**src/rtl/otl_core_regif.sv**
```systemverilog
// otl_core_regif: per-core register responder terminating the OTL write/read channels
module otl_core_regif #(
  parameter int ADDRW = 32,
  parameter int DATAW = 32,
  parameter logic [3:0] CORE_ID = 4'h1,
  parameter int NREG = 8,
  parameter logic [DATAW-1:0] ID_VALUE = 32'h0711_0001
) (
  input  logic                  clk,
  input  logic                  rst_n,
  input  logic [DATAW-1:0]      wrdata,
  input  logic [ADDRW-1:0]      wraddr,
  input  logic                  wrvalid,
  output logic                  wrready,
  input  logic [ADDRW-1:0]      rdaddr,
  input  logic                  rdready,
  output logic [DATAW-1:0]      rddata,
  output logic                  rdvalid,
  input  logic [DATAW-1:0]      status_in,
  output logic [NREG*DATAW-1:0] ctrl_q,
  output logic [NREG-1:0]       wr_pulse,
  output logic [7:0]            err_count
);
  localparam int IW = $clog2(NREG);
  localparam logic [9:0] NR = 10'(NREG);
  typedef enum logic {W_IDLE, W_BUSY} w_state_t;
  typedef enum logic {R_IDLE, R_DATA} r_state_t;
  w_state_t w_state;
  r_state_t r_state;
  logic [9:0] widx, ridx;
  logic w_ok, r_ok, w_go, r_go, w_err, r_err;
  logic [DATAW-1:0] r_val;
  logic [8:0] err_sum;
  logic unused_addr;
  assign unused_addr = ^{wraddr, rdaddr};
  assign widx = wraddr[11:2];
  assign ridx = rdaddr[11:2];
  assign w_ok = wraddr[15:12] == CORE_ID && widx < NR && widx > 10'd1;
  assign r_ok = rdaddr[15:12] == CORE_ID && ridx < NR;
  assign w_go = w_state == W_IDLE && wrready && wrvalid;
  assign r_go = r_state == R_IDLE && rdready;
  assign w_err = w_go && !w_ok;
  assign r_err = r_go && !r_ok;
  assign err_sum = {1'b0, err_count} + 9'(w_err) + 9'(r_err);
  // Slots 0/1 of ctrl_q are never written, so reads of idx 0/1 must bypass them
  assign r_val = !r_ok ? '0 :
                 ridx == 10'd0 ? ID_VALUE :
                 ridx == 10'd1 ? status_in :
                 ctrl_q[int'(ridx[IW-1:0])*DATAW +: DATAW];
  always_ff @(posedge clk or negedge rst_n) begin
    if (!rst_n) begin
      w_state  <= W_IDLE;
      wrready  <= 1'b0;
      ctrl_q   <= '0;
      wr_pulse <= '0;
    end else begin
      wr_pulse <= '0;
      case (w_state)
        W_IDLE: begin
          wrready <= !w_go;
          if (w_go) begin
            w_state <= W_BUSY;
            if (w_ok) begin
              ctrl_q[int'(widx[IW-1:0])*DATAW +: DATAW] <= wrdata;
              wr_pulse[widx[IW-1:0]] <= 1'b1;
            end
          end
        end
        default: begin
          w_state <= W_IDLE;
          wrready <= 1'b1;
        end
      endcase
    end
  end
  always_ff @(posedge clk or negedge rst_n) begin
    if (!rst_n) begin
      r_state <= R_IDLE;
      rdvalid <= 1'b0;
      rddata  <= '0;
    end else begin
      case (r_state)
        R_IDLE: if (rdready) begin
          r_state <= R_DATA;
          rdvalid <= 1'b1;
          rddata  <= r_val;
        end
        default: if (rdready) begin
          r_state <= R_IDLE;
          rdvalid <= 1'b0;
        end
      endcase
    end
  end
  always_ff @(posedge clk or negedge rst_n) begin
    if (!rst_n) err_count <= '0;
    else err_count <= err_sum[8] ? 8'hFF : err_sum[7:0];
  end
endmodule

```
**config.mk**
```make
export PLATFORM = sky130hd
export DESIGN_NAME = otl_core_regif
export DESIGN_NICKNAME = d
export VERILOG_FILES = /design/src/rtl/otl_core_regif.sv
export SDC_FILE = /design/constraint.sdc
export NUM_CORES = 1
export LEC_CHECK = 0
export ABC_CLOCK_PERIOD_IN_PS = 4310
export CAP_MARGIN = 20
export CELL_PAD_IN_SITES_DETAIL_PLACEMENT = 1
export CELL_PAD_IN_SITES_GLOBAL_PLACEMENT = 1
export CORE_MARGIN = 2
export CORE_UTILIZATION = 40
export DETAILED_ROUTE_END_ITERATION = 12
export PLACE_DENSITY_LB_ADDON = 0.1
export SKIP_LAST_GASP = 1
export SLEW_MARGIN = 20
export SYNTH_ARGS = -nofsm -noshare
export SYNTH_HDL_FRONTEND = slang
export SYNTH_SLANG_ARGS = --single-unit
```
**constraint.sdc**
```tcl
create_clock -name clk -period 4.31 [get_ports clk]
set_input_delay 0.6465 -clock clk [delete_from_list [all_inputs] [get_ports clk]]
set_output_delay 0.6465 -clock clk [all_outputs]
set_load 0.02 [all_outputs]
```
# Word level (Yosys, flattened, before mapping)
# Index checks and enable logic that the tools add are counted.
# word_totals
ff_bits	308
output_inout_bits	306
wordCells	58
# classes
add_sub_neg	3
magnitude_cmp	5
eq_ne	3
shifts	3
muxes	19
n_bitwise	2
reduce_logical	15
# ops
op	n
$bwmux 256	1
$shift 32x33->256 const A	1
$shiftx 256x9->32	1
$shiftx 32x33->256	1
$mux 32	3
$neg 8->33	1
$mux 8	4
$lt 10x4->1 const B	2
$eq 10x1->1 const B	1
$gt 10x1->1 const B	1
$logic_not 10->1	1
$mux 1	10
$add 8x1->9	1
$add 9x1->9	1
$logic_and 1x1->1	9
$eq 4x1->1 const B	2
$lt 3x4->1 const B	1
$demux 1 s3	1
$ge 3x1->1 const B	1
$logic_not 1->1	3
$reduce_and 3->1	1
$not 1->1	2
$reduce_and 2->1	1

# Logic depth before layout (Yosys ltp)
# Gate-level depths: netlist (run 1).
# depth
depth_word	8
depth_mapped	12
ltp_nobuf	12

# Worst setup path before layout (run 1)
# Ideal clock, no wire load.
# synth_timing
kind	in2reg
from	in wraddr[2]
to	reg ctrl_q[144]
setup_time_ns	0.125
t_arrival_ns	2.599
required_time_ns	4.185
slack_ns	1.586
path_stages	8
path_cell_list	inv_1 -> ha_1 -> ha_1 -> nor2_1 -> o21ai_0 -> nor4_4 -> buf_6 -> mux2_2
# synth_via
elab_chain_cells	4
# synth_rtl
element	line	rtl
from (decl)	12	input logic [ADDRW-1:0] wraddr,
branches (longest 4 deep; another with $neg 8->33)	-	
to (signal, indexed assignment)	64	ctrl_q[int'(widx[IW-1:0])*DATAW +: DATAW] <= wrdata;
to (decl)	20	output logic [NREG*DATAW-1:0] ctrl_q,
# Several ways; the timed one is not identified.
# A chain may end at the register's enable or synchronous reset.

# Worst setup path in the final report (run 1)
# layout_timing
from	in wraddr[3]
to	reg ctrl_q[209]
# Same word-level chain as after synthesis.

==> impl_metrics.csv, run 1 <==
group,metric,value,unit
status,status,"complete, no violations",
yosys,ys_seq_area_frac,0.548,
setup_path,cp_slowest_stage_delay,630,ps
yosys,synth_ff_type,"dfrtp_1",
yosys,synth.area.mux_share,0.287,
yosys,yosysTopAreaCell,"dfrtp_1",
yosys,ys_types,43,
cts,clockBufferDepth,3,
setup_path,required,4710,ps
yosys,synthTopCellsByArea,"dfrtp_1, mux2_2, mux4_2",
yosys,syn_area_per_cell,14.2,um2
timing,min_period,3280,ps
cts,cts_tree,"yes",
timing,finalCritPeriodShare,0.762,
drt,drtAntennaViolNets,0,
drt,dr.pass1.iters,4,
cts,clk_pin_slew,60,ps
yosys,yosysMostFrequentCell,"dfrtp_1",
yosys,syn_area,14100,um2
worst_hold_path,min_path_type,"in2async",
layout,drive_above_1_share,0.255,
floorplanning,rows,68,
power,internal_power,5270,uW
setup_path,critPathBufInv,3,
yosys,synth-async-reset-ratio,1.00,
setup_path,crit_end,"ctrl_q[209]$_DFFE_PN0P_",
global_route,grt_max_degree,94,
timing,fin_setup_tns,0,ps
setup_path,slowest_stage,"nor4_4",
layout,num-fill-cells,3449,
floorplanning,die_y,192,um
timing,max_freq,304,MHz
drt,wirelength,48500,um
yosys,yosys-top-cells-count,"dfrtp_1, mux2_2, mux2_1",
setup_path,cp-start-kind,"input port",
drt,via_per_inst,5.41,
timing,clock_skew,15.5,ps
yosys,synth_nets,1126,
yosys,yosysTopAreaCellShare,0.548,
yosys,synth_edf_count,0,
layout,area_growth,41.3,%
cts,post_cts_buffers,0,
place,dpl.hpwl,32700,um
floorplanning,initial_core_util,0.406,
setup_path,crit_top_cell,"ha_1",
drt,drtIter0Drc,374,
setup_path,critical_path_class,"in2reg",
timing,slew_violations,0,
cts,clk_latency,520,ps
cts,clock_sinks,308,
setup_path,path_depth,8,
yosys,synth_top_family_by_area,"multiplexers",
yosys,ys_warn_count,0,
floorplanning,die_w,192,um
power,power_leakage,0.00900,uW
global_route,grt-ovfl-total,0,
cts,cts_root_buf,"clkbuf_16",
yosys,synth-compound-area-share,0.0409,
floorplanning,die_area,36700,um2
global_route,grt_pass1_vias,11282,
setup_path,startpoint,"wraddr[3]",
power,p_sw_frac,0.240,
power,power.density,349,nW/um2
setup_path,endpoint_kind,"flop",
timing,rsz0062_at_grt,"false",
global_route,grt_antenna_before_repair,3,
setup_path,reg2reg_setup_slack,1380,ps
setup_path,worst-r2r-cell-count,8,
setup_path,crit_arrival,3690,ps
job,cap_violations,0,
setup_path,crit_fanout,11,
cts,cts_inserted_buffers,38,
place,gp_congestion,0.756,
drt,avgRoutedWirePerCell,25.9,um
power,p_clk_frac,0.479,
power,ir_worst_vdd,0.000280,V
power,power_frac_comb,0.091,
floorplanning,core-area,34600,um2
cts,ctsHtreeMaxLevel,2,
cts,ctsHoldBuffers,0,
yosys,synth_xor_area_frac,0.00249,
setup_path,crit_chain,"clkdlybuf4s50_1 > inv_1 > ha_1 > ha_1 > nand2b_1 > nor4_4 > buf_4 > mux2_2",
floorplanning,io_pins,438,
setup_path,rr_endpoint,"rddata[12]$_DFFE_PN0P_",
timing,hold_viol,0,
power,p_switching,1660,uW
yosys,netlist_instances,988,
timing,setup_violations,0,
layout,final_util,0.574,
yosys,synth-simple-area-share,0.0809,
global_route,grt_pass1_wl,73200,um
setup_path,reg2reg_from,"r_state$_DFF_PN0_",
drt,drc,0,
timing,tightestPinTransition,1140,ps
power,seq_power_share,0.430,
layout,fin_nets,1535,
yosys,synth_seq_cells,308,
drt,via_count,10160,
yosys,synth_fa_ha_area_frac,0.00587,
cts,cts_resized,0,
setup_path,crit_family,"buffers and inverters",
place,portBuffers,401,
timing,slew_headroom,0.241,
global_route,grt.total_usage,0.268,
logic make-up (layout without fill, tap and decap cells):
| group | Yosys count | after routing |
|---|---|---|
| other | 0 | 1 |
| adder cells (fa/ha/maj) | 6 | 6 |
| flip-flops | 308 | 308 |
| XOR/XNOR | 4 | 4 |
| AO/OA/AOI/OAI | 94 | 94 |
| AND/OR/NAND/NOR | 163 | 163 |
| multiplexers | 322 | 322 |
| buffers and inverters | 91 | 525 |
per-layer routing:
metal,routed length (um),vias up,GRT usage
met5,0,-,0
met3,3500,72,0.0666
li1,-,4403,-
met2,23200,329,0.440
met4,1320,0,0.0749
met1,20500,5356,0.354
how the worst min path moves through the flow:
stage | to | slack, ps
after floorplan | ctrl_q[0]$_DFFE_PN0P_ | 350
after global placement | ctrl_q[46]$_DFFE_PN0P_ | 470
after detailed placement | ctrl_q[36]$_DFFE_PN0P_ | 480
after CTS | err_count[6]$_DFF_PN0_ | 200
after global routing | err_count[5]$_DFF_PN0_ | 200
final | err_count[6]$_DFF_PN0_ | 160
sequential cells by signal (all words and copies together) (netlist names):
signal and count:
wr_pulse 8, r_state 1, rdvalid 1, err_count 8, rddata 32, w_state 1
wrready 1, ctrl_q 256
power groups by stage:
stage          logic [uW]  registers (uW)  clock network (uW)
4_1_cts               644            2980                3380
2_1_floorplan         219            3070                   0
6_report              633            2980                3320
3_3_place_gp          627            3030                   0
5_1_grt               689            2990                3500
3_5_place_dp          641            3030                   0
layout make-up:
cell class	count	area [um2]	area share
Multi-Input combinational cell	589	5890	0.296
Clock buffer	53	1100	0.0553
Tap cell	455	569	0.0286
Inverter	28	105	0.00529
Antenna cell	1	2.50	0.000126
Clock inverter	12	193	0.00969
Sequential cell	308	7710	0.388
Timing Repair Buffer	432	4310	0.217
worst register-to-register path, cell delays in order (launching register included):
cell and delay [ps]:
dfrtp_1 360, inv_1 70, ha_2 200, buf_4 290, nor4bb_1 630, and4_2 620
buf_4 400, a21oi_1 120, o21ai_0 130
cells in the final DEF, fill, tap and decap left out, types with 4 or more instances in the layout:
cell type        synthesis  routed
nor2_1                   6       4
buf_4                   13      26
mux2i_1                 14      14
nand2_1                 28      28
clkbuf_8                 0       7
mux4_2                  38      38
a211oi_1                 6       6
nor4_1                   6       6
mux2_2                 212     212
mux2_1                  58      58
nor4_4                   8       8
bufinv_16                0       5
clkbuf_1                28       7
clkdlybuf4s50_1          0     397
nor3b_1                 11      11
o21ai_0                 28      28
a21oi_1                 27      27
nand2b_1                 5       5
clkinv_2                 0       5
and3_1                   5       5
clkbuf_16                0      39
nor3_1                   4       4
a22oi_1                 26      26
buf_12                   0       6
ha_1                     5       4
dfrtp_1                308     308
and2_1                  37      37
nor2b_1                 35      34
o32ai_1                  6       6
inv_1                   28      28
metrics by stage:
stage	instances	cell area, um2	setup WS (ps)	hold WS [ps]	total power [uW]
detailed placement	1812	18600	490	478	3670
global placement	1812	18600	591	466	3660
floorplan	988	14100	1590	351	3290
CTS	1877	19900	1020	197	7010
finish	1878	19900	1030	161	6930
global route	1878	19900	879	201	7170
Note: power is estimated with default switching activity, not from simulation.
==> run 2, diff against run 1 <==
ABC_CLOCK_PERIOD_IN_PS = 2710   (was 4310)
CORE_UTILIZATION = 34   (was 40)
clock period = 2.71 ns   (was 4.31 ns; I/O delays follow)
==> impl_metrics.csv, run 2 (synthesis gave the netlist of run 1 again) <==
group,metric,value,unit
setup_path,required,3170,ps
timing,finalCritPeriodShare,0.927,
drt,drc,0,
setup_path,cp_slowest_stage_delay,520,ps
setup_path,reg2reg_from,"r_state$_DFF_PN0_",
global_route,grt_max_degree,65,
power,p_sw_frac,0.248,
timing,rsz0062_at_grt,"false",
drt,dr.pass1.iters,5,
layout,final_util,0.502,
setup_path,rr_endpoint,"err_count[6]$_DFF_PN0_",
layout,reg_top3,"ctrl_q: 256 flops, rddata: 32 flops",
cts,post_cts_buffers,0,
power,internal_power,8200,uW
global_route,grt-ovfl-total,0,
timing,setup_violations,0,
power,ir_worst_vdd,0.000482,V
layout,num-fill-cells,4117,
timing,tightestPinTransition,1000,ps
setup_path,worst-r2r-cell-count,10,
floorplanning,core-area,40800,um2
worst_hold_path,whs_path_depth,3,
drt,via_per_inst,5.13,
job,cap_violations,0,
timing,min_period,2510,ps
setup_path,slowest_stage,"clkdlybuf4s50_1",
cts,cts_inserted_buffers,39,
power,power.total,10900,uW
worst_hold_path,hold-path-endpoint,"rddata[4]$_DFFE_PN0P_",
timing,slew_violations,0,
cts,clk_pin_slew,60,ps
layout,final_common_cell,"clkdlybuf4s50_1",
floorplanning,die_w,207,um
global_route,grt_pass1_wl,78000,um
power,p_clk_frac,0.465,
setup_path,crit_arrival,2970,ps
status,status,"complete, no violations",
timing,setup_slack,198,ps
drt,via_count,10327,
place,dp_slack,-572,ps
power,power_frac_comb,0.100,
cts,clock_sinks,308,
layout,drive_above_1_share,0.282,
cts,clk_latency,550,ps
drt,wl_met2,25100,um
drt,routed-wl-met3,3010,um
drt,wirelength,51500,um
setup_path,endpoint_kind,"flop",
drt,avgRoutedWirePerCell,25.5,um
floorplanning,initial_core_util,0.345,
drt,drtIter0Drc,348,
place,portBuffers,401,
setup_path,critical_path_class,"in2reg",
cts,cts_root_buf,"clkbuf_16",
floorplanning,rows,74,
drt,top_layer,"met4",
setup_path,cp-start-kind,"input port",
layout,register_area,7710,um2
drt,wl_met1,22200,um
layout,layout_common_cells,"clkdlybuf4s50_1, dfrtp_1, mux2_2, buf_4, mux2_1",
layout,regMostFlops,"ctrl_q",
cts,clockBufferDepth,3,
timing,max_freq,398,MHz
place,dpl.hpwl,35900,um
power,power_leakage,0.00929,uW
floorplanning,io_pins,438,
setup_path,reg2reg_setup_slack,430,ps
worst_hold_path,min_from,"rdaddr[3]",
layout,fin_nets,1590,
timing,hold_viol,0,
timing,fin_setup_tns,0,ps
power,power.density,532,nW/um2
timing,clock_skew,16.5,ps
cts,ctsHtreeMaxLevel,2,
global_route,grt.total_usage,0.241,
setup_path,crit_chain,"clkdlybuf4s50_1 > inv_1 > ha_1 > o21bai_1 > nand2_1 > o21ai_0 > fa_1 > inv_1 > ha_1 > and3_1 > and3_1 > nor2b_1 > a21oi_1",
place,gp_congestion,0.772,
power,p_switching,2700,uW
power,seq_power_share,0.435,
layout,area_growth,45.6,%
drt,drtAntennaViolNets,0,
layout,largest_register_ff_count,256,
global_route,grt_antenna_before_repair,2,
global_route,grt_pass1_vias,11520,
timing,slew_headroom,0.333,
floorplanning,die_y,207,um
floorplanning,die_area,43000,um2
layout,multi_input_comb_area,5910,um2
worst_hold_path,min_path_type,"in2reg",
cts,cts_tree,"yes",
setup_path,crit_fanout,4,
## run 2: worst max path at each step
stage               startpoint                 endpoint  slack [ps]  cells past startpoint
floorplan            wraddr[2]  ctrl_q[144]$_DFFE_PN0P_         230                      8
global placement     rdaddr[8]   err_count[1]$_DFF_PN0_        -520                     12
detailed placement   rdaddr[8]   err_count[4]$_DFF_PN0_        -570                     12
CTS                  rdaddr[8]   err_count[4]$_DFF_PN0_           5                     12
global route         wraddr[2]   err_count[6]$_DFF_PN0_           5                     13
finish               wraddr[2]   err_count[6]$_DFF_PN0_         200                     13
## run 2: cell type report
cell class                      count  area share
Antenna cell                        3    0.000367
Inverter                           28     0.00513
Timing Repair Buffer              486       0.236
Tap cell                          532      0.0325
Clock inverter                      6     0.00177
Clock buffer                       63      0.0595
Multi-Input combinational cell    589       0.288
Sequential cell                   308       0.376
## run 2: routing by layer
layer  vias up  track usage
li1       4514            -
met1      5441        0.314
met2       307        0.402
met3        65       0.0554
met4         0       0.0722
met5         -            0
## run 2: repair_timing
item | in CTS | in global routing
hold endpoints to repair | 55 | 0
gates resized for setup | 0 | 3
setup endpoints to repair | 0 | 7
hold buffers | 1 | 0
## run 2: power by group through the flow
stage	Sequential, uW	Clock (uW)	Combinational (uW)
after floorplan	4880	0	348
after global placement	4820	0	1070
after detailed placement	4820	0	1100
after CTS	4740	5240	1110
after global routing	4750	5410	1190
final	4740	5070	1090
## run 2: stage by stage
stage          instance area, um2  hold slack, ps  instances
2_1_floorplan               14100             111        988
3_3_place_gp                19200             416       1942
3_5_place_dp                19200             414       1942
4_1_cts                     20500             320       2012
5_1_grt                     20500             363       2014
6_report                    20500             349       2015
## run 2: critical path: cells and delay by family
kind	cells	cell delay [ps]
adder cells (fa/ha/maj)	3	640
AO/OA/AOI/OAI	3	580
AND/OR/NAND/NOR	4	700
buffers and inverters	3	640
